File: src/rtl/shift_arbiter_if.sv
// Request/response bundle for shift_arbiter: two valid/ready request ports and one result port.
// The arbiter side uses the slave modport; requesters and the result consumer use master.
interface shift_arbiter_if #(
    parameter int WIDTH = 64
);
    logic             req0_valid;
    logic             req0_ready;
    logic [WIDTH-1:0] req0_data;
    logic [5:0]       req0_amt;
    logic [1:0]       req0_op;

    logic             req1_valid;
    logic             req1_ready;
    logic [WIDTH-1:0] req1_data;
    logic [5:0]       req1_amt;
    logic [1:0]       req1_op;

    logic             rsp_valid;
    logic             rsp_ready;
    logic [WIDTH-1:0] rsp_data;
    logic             rsp_id;
    logic             rsp_err;

    modport slave (
        input  req0_valid, req0_data, req0_amt, req0_op,
        input  req1_valid, req1_data, req1_amt, req1_op,
        input  rsp_ready,
        output req0_ready, req1_ready,
        output rsp_valid, rsp_data, rsp_id, rsp_err
    );

    modport master (
        output req0_valid, req0_data, req0_amt, req0_op,
        output req1_valid, req1_data, req1_amt, req1_op,
        output rsp_ready,
        input  req0_ready, req1_ready,
        input  rsp_valid, rsp_data, rsp_id, rsp_err
    );
endinterface

File: src/rtl/shift_arbiter.sv
// Round-robin arbiter sharing one 64-bit barrel shifter between two requesters, with a registered result.
// Define SHIFT_ARB_ROTATE_EN to build ROR for op 11; otherwise op 11 returns 0 with rsp_err set.
module shift_arbiter #(
    parameter int WIDTH = 64
) (
    input  logic          clk,
    input  logic          rst,
    shift_arbiter_if.slave bus
);
    localparam logic [1:0] OP_SRL = 2'b00;
    localparam logic [1:0] OP_SLL = 2'b01;
    localparam logic [1:0] OP_SRA = 2'b10;
    localparam logic [1:0] OP_ROR = 2'b11;

    logic             can_acc;
    logic             gnt_valid;
    logic             gnt_id;

    logic [WIDTH-1:0] sh_data;
    logic [5:0]       sh_amt;
    logic [1:0]       sh_op;
    logic [WIDTH-1:0] sh_result;
    logic             sh_err;

    logic             prio_d,      prio_q;
    logic             rsp_valid_d, rsp_valid_q;
    logic [WIDTH-1:0] rsp_data_d,  rsp_data_q;
    logic             rsp_id_d,    rsp_id_q;
    logic             rsp_err_d,   rsp_err_q;

    // NOTE: every always_comb output gets a default first so no path leaves it unassigned (no latch).
    always_comb begin
        can_acc   = !rsp_valid_q || bus.rsp_ready;
        gnt_valid = 1'b0;
        gnt_id    = 1'b0;
        if (!rst && can_acc) begin
            if (bus.req0_valid && bus.req1_valid) begin
                gnt_valid = 1'b1;
                gnt_id    = prio_q;
            end else if (bus.req0_valid) begin
                gnt_valid = 1'b1;
            end else if (bus.req1_valid) begin
                gnt_valid = 1'b1;
                gnt_id    = 1'b1;
            end
        end
    end

    assign bus.req0_ready = gnt_valid && !gnt_id;
    assign bus.req1_ready = gnt_valid &&  gnt_id;

    assign sh_data = gnt_id ? bus.req1_data : bus.req0_data;
    assign sh_amt  = gnt_id ? bus.req1_amt  : bus.req0_amt;
    assign sh_op   = gnt_id ? bus.req1_op   : bus.req0_op;

    always_comb begin
        sh_result = '0;
        sh_err    = 1'b0;
        case (sh_op)
            OP_SRL: sh_result = sh_data >> sh_amt;
            OP_SLL: sh_result = sh_data << sh_amt;
            OP_SRA: sh_result = $signed(sh_data) >>> sh_amt;
            OP_ROR: begin
`ifdef SHIFT_ARB_ROTATE_EN
                // A left shift by 64 yields zero, so amount 0 falls out as the operand itself.
                sh_result = (sh_data >> sh_amt) | (sh_data << (7'd64 - {1'b0, sh_amt}));
`else
                sh_err    = 1'b1;
`endif
            end
            default: sh_result = '0;
        endcase
    end

    always_comb begin
        prio_d      = prio_q;
        rsp_valid_d = rsp_valid_q;
        rsp_data_d  = rsp_data_q;
        rsp_id_d    = rsp_id_q;
        rsp_err_d   = rsp_err_q;
        if (gnt_valid) begin
            prio_d      = !gnt_id;
            rsp_valid_d = 1'b1;
            rsp_data_d  = sh_result;
            rsp_id_d    = gnt_id;
            rsp_err_d   = sh_err;
        end else if (bus.rsp_ready) begin
            rsp_valid_d = 1'b0;
        end
    end

    // NOTE: state registers use non-blocking assignments so every flop samples pre-edge values.
    always_ff @(posedge clk) begin
        if (rst) begin
            prio_q      <= 1'b0;
            rsp_valid_q <= 1'b0;
            rsp_data_q  <= '0;
            rsp_id_q    <= 1'b0;
            rsp_err_q   <= 1'b0;
        end else begin
            prio_q      <= prio_d;
            rsp_valid_q <= rsp_valid_d;
            rsp_data_q  <= rsp_data_d;
            rsp_id_q    <= rsp_id_d;
            rsp_err_q   <= rsp_err_d;
        end
    end

    assign bus.rsp_valid = rsp_valid_q;
    assign bus.rsp_data  = rsp_data_q;
    assign bus.rsp_id    = rsp_id_q;
    assign bus.rsp_err   = rsp_err_q;
endmodule

File: src/flat_wrapper.sv
// flat-port wrapper written by rule: the top's interface ports become plain ports
module shift_arbiter_flat 
#(
    parameter int WIDTH = 64
)
  (clk, rst, bus_req0_valid, bus_req0_data, bus_req0_amt, bus_req0_op, bus_req1_valid, bus_req1_data, bus_req1_amt, bus_req1_op, bus_rsp_ready, bus_req0_ready, bus_req1_ready, bus_rsp_valid, bus_rsp_data, bus_rsp_id, bus_rsp_err);
  shift_arbiter_if #(.WIDTH(WIDTH)) bus_i ();
  input  logic clk;
  input  logic rst;
  input wire logic [$bits(bus_i.req0_valid)-1:0] bus_req0_valid;
  input wire logic [$bits(bus_i.req0_data)-1:0] bus_req0_data;
  input wire logic [$bits(bus_i.req0_amt)-1:0] bus_req0_amt;
  input wire logic [$bits(bus_i.req0_op)-1:0] bus_req0_op;
  input wire logic [$bits(bus_i.req1_valid)-1:0] bus_req1_valid;
  input wire logic [$bits(bus_i.req1_data)-1:0] bus_req1_data;
  input wire logic [$bits(bus_i.req1_amt)-1:0] bus_req1_amt;
  input wire logic [$bits(bus_i.req1_op)-1:0] bus_req1_op;
  input wire logic [$bits(bus_i.rsp_ready)-1:0] bus_rsp_ready;
  output wire logic [$bits(bus_i.req0_ready)-1:0] bus_req0_ready;
  output wire logic [$bits(bus_i.req1_ready)-1:0] bus_req1_ready;
  output wire logic [$bits(bus_i.rsp_valid)-1:0] bus_rsp_valid;
  output wire logic [$bits(bus_i.rsp_data)-1:0] bus_rsp_data;
  output wire logic [$bits(bus_i.rsp_id)-1:0] bus_rsp_id;
  output wire logic [$bits(bus_i.rsp_err)-1:0] bus_rsp_err;
  assign bus_i.req0_valid = bus_req0_valid;
  assign bus_i.req0_data = bus_req0_data;
  assign bus_i.req0_amt = bus_req0_amt;
  assign bus_i.req0_op = bus_req0_op;
  assign bus_i.req1_valid = bus_req1_valid;
  assign bus_i.req1_data = bus_req1_data;
  assign bus_i.req1_amt = bus_req1_amt;
  assign bus_i.req1_op = bus_req1_op;
  assign bus_i.rsp_ready = bus_rsp_ready;
  assign bus_req0_ready = bus_i.req0_ready;
  assign bus_req1_ready = bus_i.req1_ready;
  assign bus_rsp_valid = bus_i.rsp_valid;
  assign bus_rsp_data = bus_i.rsp_data;
  assign bus_rsp_id = bus_i.rsp_id;
  assign bus_rsp_err = bus_i.rsp_err;
  shift_arbiter #(.WIDTH(WIDTH)) u_core (.clk(clk), .rst(rst), .bus(bus_i));
endmodule
File: config.mk
export PLATFORM = sky130hd
export DESIGN_NAME = shift_arbiter_flat
export DESIGN_NICKNAME = d
export VERILOG_FILES = /design/src/rtl/shift_arbiter_if.sv /design/src/rtl/shift_arbiter.sv /design/src/flat_wrapper.sv
export SDC_FILE = /design/constraint.sdc
export NUM_CORES = 1
export LEC_CHECK = 0
export ABC_AREA = 0
export BUFFER_PORTS_ARGS = -buffer_cell sky130_fd_sc_hd__buf_2
export CAP_MARGIN = 20
export CORE_MARGIN = 5
export CORE_UTILIZATION = 35
export DETAILED_ROUTE_END_ITERATION = 10
export MAX_ROUTING_LAYER = met4
export PLACE_DENSITY_LB_ADDON = 0.08
export RECOVER_POWER = 100
export SETUP_SLACK_MARGIN = 0.1
export SYNTH_ARGS = -nofsm -noshare
export SYNTH_HDL_FRONTEND = slang
export SYNTH_SLANG_ARGS = --single-unit
File: constraint.sdc
create_clock -name clk -period 5.3 [get_ports clk]
set_input_delay 0.265 -clock clk [delete_from_list [all_inputs] [get_ports clk]]
set_output_delay 0.265 -clock clk [all_outputs]
set_load 0.01 [all_outputs]
=== Word level (Yosys, flattened, before mapping) ===
Cells that the tools add are included.

* Register bits: 68
* Output and inout port bits: 69
* Bits of input ports: 149
* Logic and storage cells: 35

* Reductions and logical operators: 10
* Mux-type cells: 14
* Shifts and indexed selects: 3
* Equality and inequality tests: 3

{| class="wikitable"
|+ Operators by type and width
! kind !! count
|-
| case mux 64 bit (3 select lines) || 1
|-
| two-way mux 64 bit || 1
|-
| left shift 64 x 6 -> 64 bit || 1
|-
| >> shifter 64 x 6 -> 64 bit || 1
|-
| >>> shifter 64 x 6 -> 64 bit || 1
|-
| two-way mux 1 bit || 10
|-
| two-way mux 6 bit || 1
|-
| equality test 2 bit (second input constant) || 2
|-
| logical AND 1 bit || 4
|-
| logical NOT 1 bit || 3
|-
| equality test 2 x 1 -> 1 bit (second input constant) || 1
|-
| logical NOT 2 bit || 1
|-
| two-way mux 2 bit || 1
|-
| nonzero test 2 bit || 1
|-
| logical OR 1 bit || 1
|}

=== Logic depth before layout (Yosys ltp) ===
* Depth in word-level cells: 7
* Mapped depth: 13
* Gate-level depth less buffers: 9

=== Least setup slack after synthesis ===
OpenSTA, ideal clock, no wires.

* Path type: input-to-reg
* From: input bus_req0_amt[0]
* To: register u_core.rsp_data_q[41] (netlist: u_core.bus.rsp_data[41])
* Arrival time: 2.482 ns
* Setup time: 0.132 ns
* Required time: 5.168 ns
* Slack: 2.687 ns
* Path buffers: 5
* Stages: 12
* Cells stage by stage: buf_4 buf_4 buf_4 buf_4 buf_4 mux2i_1 o32ai_1 a221o_1 a221oi_1 o211ai_1 a211oi_1 nor3_1

* Word-level cells in the longest chain between the ends: 3
* Elaborated cells between the ends (all ways): 5
* Classes of those cells: shift (3); mux (2)

{| class="wikitable"
|+ RTL lines
! what !! RTL line !! RTL
|-
| from (decl) || flat_wrapper.sv:12 || <nowiki>input wire logic [$bits(bus_i.req0_amt)-1:0] bus_req0_amt;</nowiki>
|-
| two-way mux 6 bit (*) || shift_arbiter.sv:53 || <nowiki>assign sh_amt = gnt_id ? bus.req1_amt : bus.req0_amt;</nowiki>
|-
| >>> shifter 64 x 6 -> 64 bit, or another cell as far along || shift_arbiter.sv:62 || <nowiki>OP_SRA: sh_result = $signed(sh_data) >>> sh_amt;</nowiki>
|-
| case mux 64 bit (3 select lines) (*) || shift_arbiter.sv:59 || <nowiki>case (sh_op)</nowiki>
|-
| to (signal assigned) || shift_arbiter.sv:103 || <nowiki>rsp_data_q <= rsp_data_d;</nowiki>
|-
| to (decl) || shift_arbiter.sv:27 || <nowiki>logic [WIDTH-1:0] rsp_data_d, rsp_data_q;</nowiki>
|}

Every way passes the cells marked *; elsewhere a longest branch is shown, timed or not.
A chain may end at the register's enable or synchronous reset.

=== Worst setup path after layout ===
* From: input rst
* To: register u_core.rsp_data_q[42] (netlist: u_core.bus.rsp_data[42])

* Word-level cells in the longest chain between the ends: 6
* Elaborated cells between the ends (all ways): 14
* Classes of those cells: eq/ne (2); shift (3); mux (6); reduce/logical (3)

{| class="wikitable"
|+ RTL lines
! what !! RTL line !! RTL
|-
| from (decl) || flat_wrapper.sv:9 || <nowiki>input logic rst;</nowiki>
|-
| logical NOT 1 bit || shift_arbiter.sv:36 || <nowiki>if (!rst && can_acc) begin</nowiki>
|-
| logical AND 1 bit || shift_arbiter.sv:36 ||
|-
| two-way mux 1 bit || shift_arbiter.sv:36 ||
|-
| two-way mux 64 bit, or another cell as far along || shift_arbiter.sv:52 || <nowiki>assign sh_data = gnt_id ? bus.req1_data : bus.req0_data;</nowiki>
|-
| >>> shifter 64 x 6 -> 64 bit, or another cell as far along || shift_arbiter.sv:62 ||
|-
| case mux 64 bit (3 select lines) || shift_arbiter.sv:59 ||
|}

Several ways; a longest one is shown, not always the timed one.

==> run metrics <==
status=complete, but fails checks; failing checks=max-capacitance violations, max-slew violations; sequential fraction of the synthesis area=approximately 7%; DIE HEIGHT=between 200 and 250 um; # DRC=0; Synth Area in Compound Gates=24.45%; GR peak layer=met2; TritonCTS clock tree=done; Synth Area in Simple Gates=between 10% and 20%; worst-margin pin slew=between 2 and 2.5 ns; synthesized net count=2504; HPWL after DPL=105300 um; GRT overflow=0; minimum clock period=4.633 ns; RSZ-0062 raised after global routing=false; initial antenna violation count=3; Post-Synth Adder-Cell Area=0%; post-synthesis mux area share=46.19%; power density cells=between 150 and 200 nW/um^2; most area-consuming cells after synthesis=mux4_2 (20%), mux2i_1 (18%), mux2_2 (7.0%); DR vias=between 20000 and 25000; ys flop type=dfxtp_1; num rows=86; Reg area=approximately 1400 um^2; largest net degree at the start of global routing=110; drt first pass iters=6; clk buf depth=2; leak pwr=between 8 and 9 nW; Seq cells post-synth=between 60 and 70; Arrival @ worst endpoint=roughly 4.9 ns; Distinct cells, synth=81; IR drop worst, VDD=122.2 uV; setup bufs post-CTS=0; max-cap viol count=2; final slew viol count=between 50 and 60; post-synth top area share=between 20% and 30%; fraction of layout cells with a size suffix above 1=25.02%; gr usage total=between 40% and 50%; WL final=around 130000 um; synth-to-layout area growth=10.61%; nets=between 2000 and 3000; Critical Path Fanout Max=24; Setup TNS Final=0 ns; drt wl/cell=a little over 40 um; Place WS=1.118 ns; Clock Skews=approximately 0.019 ns; Hold Fails Final Rpt=0; CTS root buf=clkbuf_16; Max Freq=215.9 MHz; Ys Warns=0; CTS Buf Count=9; IO buf count=around 220; largest family of logic cells by synthesized area=multiplexers; initial DRC count=3944; grt met2 use=62.84%; vias in the first global route=21840; core area=55090 um^2; H-tree depth=3; Filler cells=just under 6000; grt met1 use=53.86%; post-cts sizing count=0; chip width=245.7 um; clock sinks=68; worst skew pair latency=0.36 ns; Rel. slew slack=-34.92%; ys async rst share=0%; area of the multi-input gates=about 17000 um^2; Vias/cell=7.236; Global Route met3 Usage=7.859%; Syn Inst Count=around 2400; die area=around 60000 um^2; # hold bufs at CTS=0; Mapped Avg Cell Area=~8.3 um^2; Post-synth EDFFs=0; RD Place Congestion=1.117; post-route setup slack=around 0.67 ns; first-pass GRT wire length=between 150000 and 200000 um; Yosys top cell by area=mux4_2; Worst EP required=5.54 ns; XOR/XNOR Fraction of Synth Area=0%; Hold WC Path Type=input pin to register; Initial Util=35.30%; Antenna Nets Post-Route=0; final setup violation count=0; Synth Cell Area=around 19000 um^2; startpoint types=input pin; CP Capture Type=register; io pins=around 220; clock transition at the registers of the reported paths=0.07 ns; Final Cycle Share=between 80 and 90%; kind of critical path=input pin to register
[cell usage after synthesis, drive strengths merged (6+ instances only)]
master,n
o211ai,48
o2111ai,6
nor4,9
inv,23
a22o,9
a211o,17
dfxtp,68
and2,20
a211oi,53
a32o,13
and3,19
a21o,14
o21ai,125
mux2i,360
a311oi,7
clkbuf,94
a22oi,24
o22ai,23
mux2,131
nand3,52
nand4,12
a21oi,124
o21a,9
nand2b,16
mux4,173
a2111oi,9
a41oi,8
a2bb2oi,6
nor3,39
a221oi,23
or3,18
buf,169
a32oi,7
a221o,20
nor2,200
or2,6
o31ai,13
nand2,247
o32ai,13
a31oi,29
o221ai,24
nor2b,15
[report_power, final]
| group | switching [mW] | internal, mW |
|---|---|---|
| combinational | 1.97 | 0.928 |
| sequential | 0.0335 | 0.554 |
| clock | 0.278 | 0.365 |
[layout make-up]
cell class,instances,share of cell area (%)
Multi-Input combinational cell,2001,77.99
Inverter,23,0.4129
Clock buffer,10,1.064
Antenna cell,3,0.03490
Tap cell,748,4.350
Sequential cell,68,6.328
Timing Repair Buffer,342,9.521
Clock inverter,6,0.2966
[final timing paths]
| kind | slack [ns] | end | depth (start not counted) | start |
|---|---|---|---|---|
| worst max-delay path | 0.67 | u_core.bus.rsp_data[42] | 12 | rst |
| worst min-delay path | 0.18 | u_core.bus.rsp_valid | 3 | bus_req0_valid |
| worst max register to register | 0.67 | u_core.bus.rsp_data[42] | 11 | u_core.prio_q |
| worst min register to register | 0.44 | u_core.bus.rsp_data[23] | 2 | u_core.bus.rsp_data[23] |
[worst max-delay path: stages]
cell       delay [ns]
buf_2            0.51
inv_2            0.29
nand4_4          0.34
clkbuf_1         0.83
mux2i_4          0.75
buf_4            0.33
buf_4            0.17
nor3_1           0.05
a2111oi_0        0.64
nor2_1           0.10
o311ai_0         0.44
nand2_1          0.11
[per-stage QoR]
step | power, mW | instances | hold slack [ns] | util [%] | instance area [um^2]
6_report | 4.127 | 3201 | 0.1839 | 39.05 | 21510
2_1_floorplan | 2.118 | 2355 | 0.4219 | - | 19450
4_1_cts | 4.014 | 3198 | 0.1863 | 39.30 | 21650
3_3_place_gp | 3.385 | 3181 | 0.4218 | 38.76 | 21350
5_1_grt | 4.180 | 3200 | 0.2214 | 39.04 | 21510
3_5_place_dp | 3.367 | 3182 | 0.4305 | 38.77 | 21360
[layout by cell type, fill, tap and decap left out, types with 11 or more instances in the layout]
master    instances
mux2i_1         351
o32ai_1          13
o22ai_1          23
dfxtp_1          68
nand4_1          11
nor3_1           39
a31oi_1          29
nand2b_1         16
a211oi_1         52
and2_1           17
buf_4           107
a21oi_1         123
a32o_1           13
or3_1            18
o21ai_1          25
and3_1           19
nor2b_1          15
buf_2           144
nand3_1          52
clkbuf_1         78
a22oi_1          24
nor2_1          200
a221oi_1         22
o211ai_1         48
a211o_1          17
inv_1            14
o221ai_1         24
a21o_1           14
mux2_2          120
o21ai_0          99
a221o_1          20
o31ai_1          13
nand2_1         247
mux4_2          173
[routing by layer]
layer / routed length [um] / share of wire, %
met1: 50630 / 38
met2: 56160 / 42
met5: 0 / 0
met3: 12740 / 9.6
met4: 13190 / 9.9
[logic make-up after synthesis]
family / count (synthesis)
AO/OA/AOI/OAI: 676
buffers and inverters: 286
flip-flops: 68
multiplexers: 664
AND/OR/NAND/NOR: 661
[state kept, by name (all words and copies together), names as in the netlist]
name,flops
u_core.bus.rsp_valid,1
u_core.bus.rsp_data,64
u_core.bus.rsp_err,1
u_core.bus.rsp_id,1
u_core.prio_q,1
No activity file was read; power rests on OpenSTA's default activity.
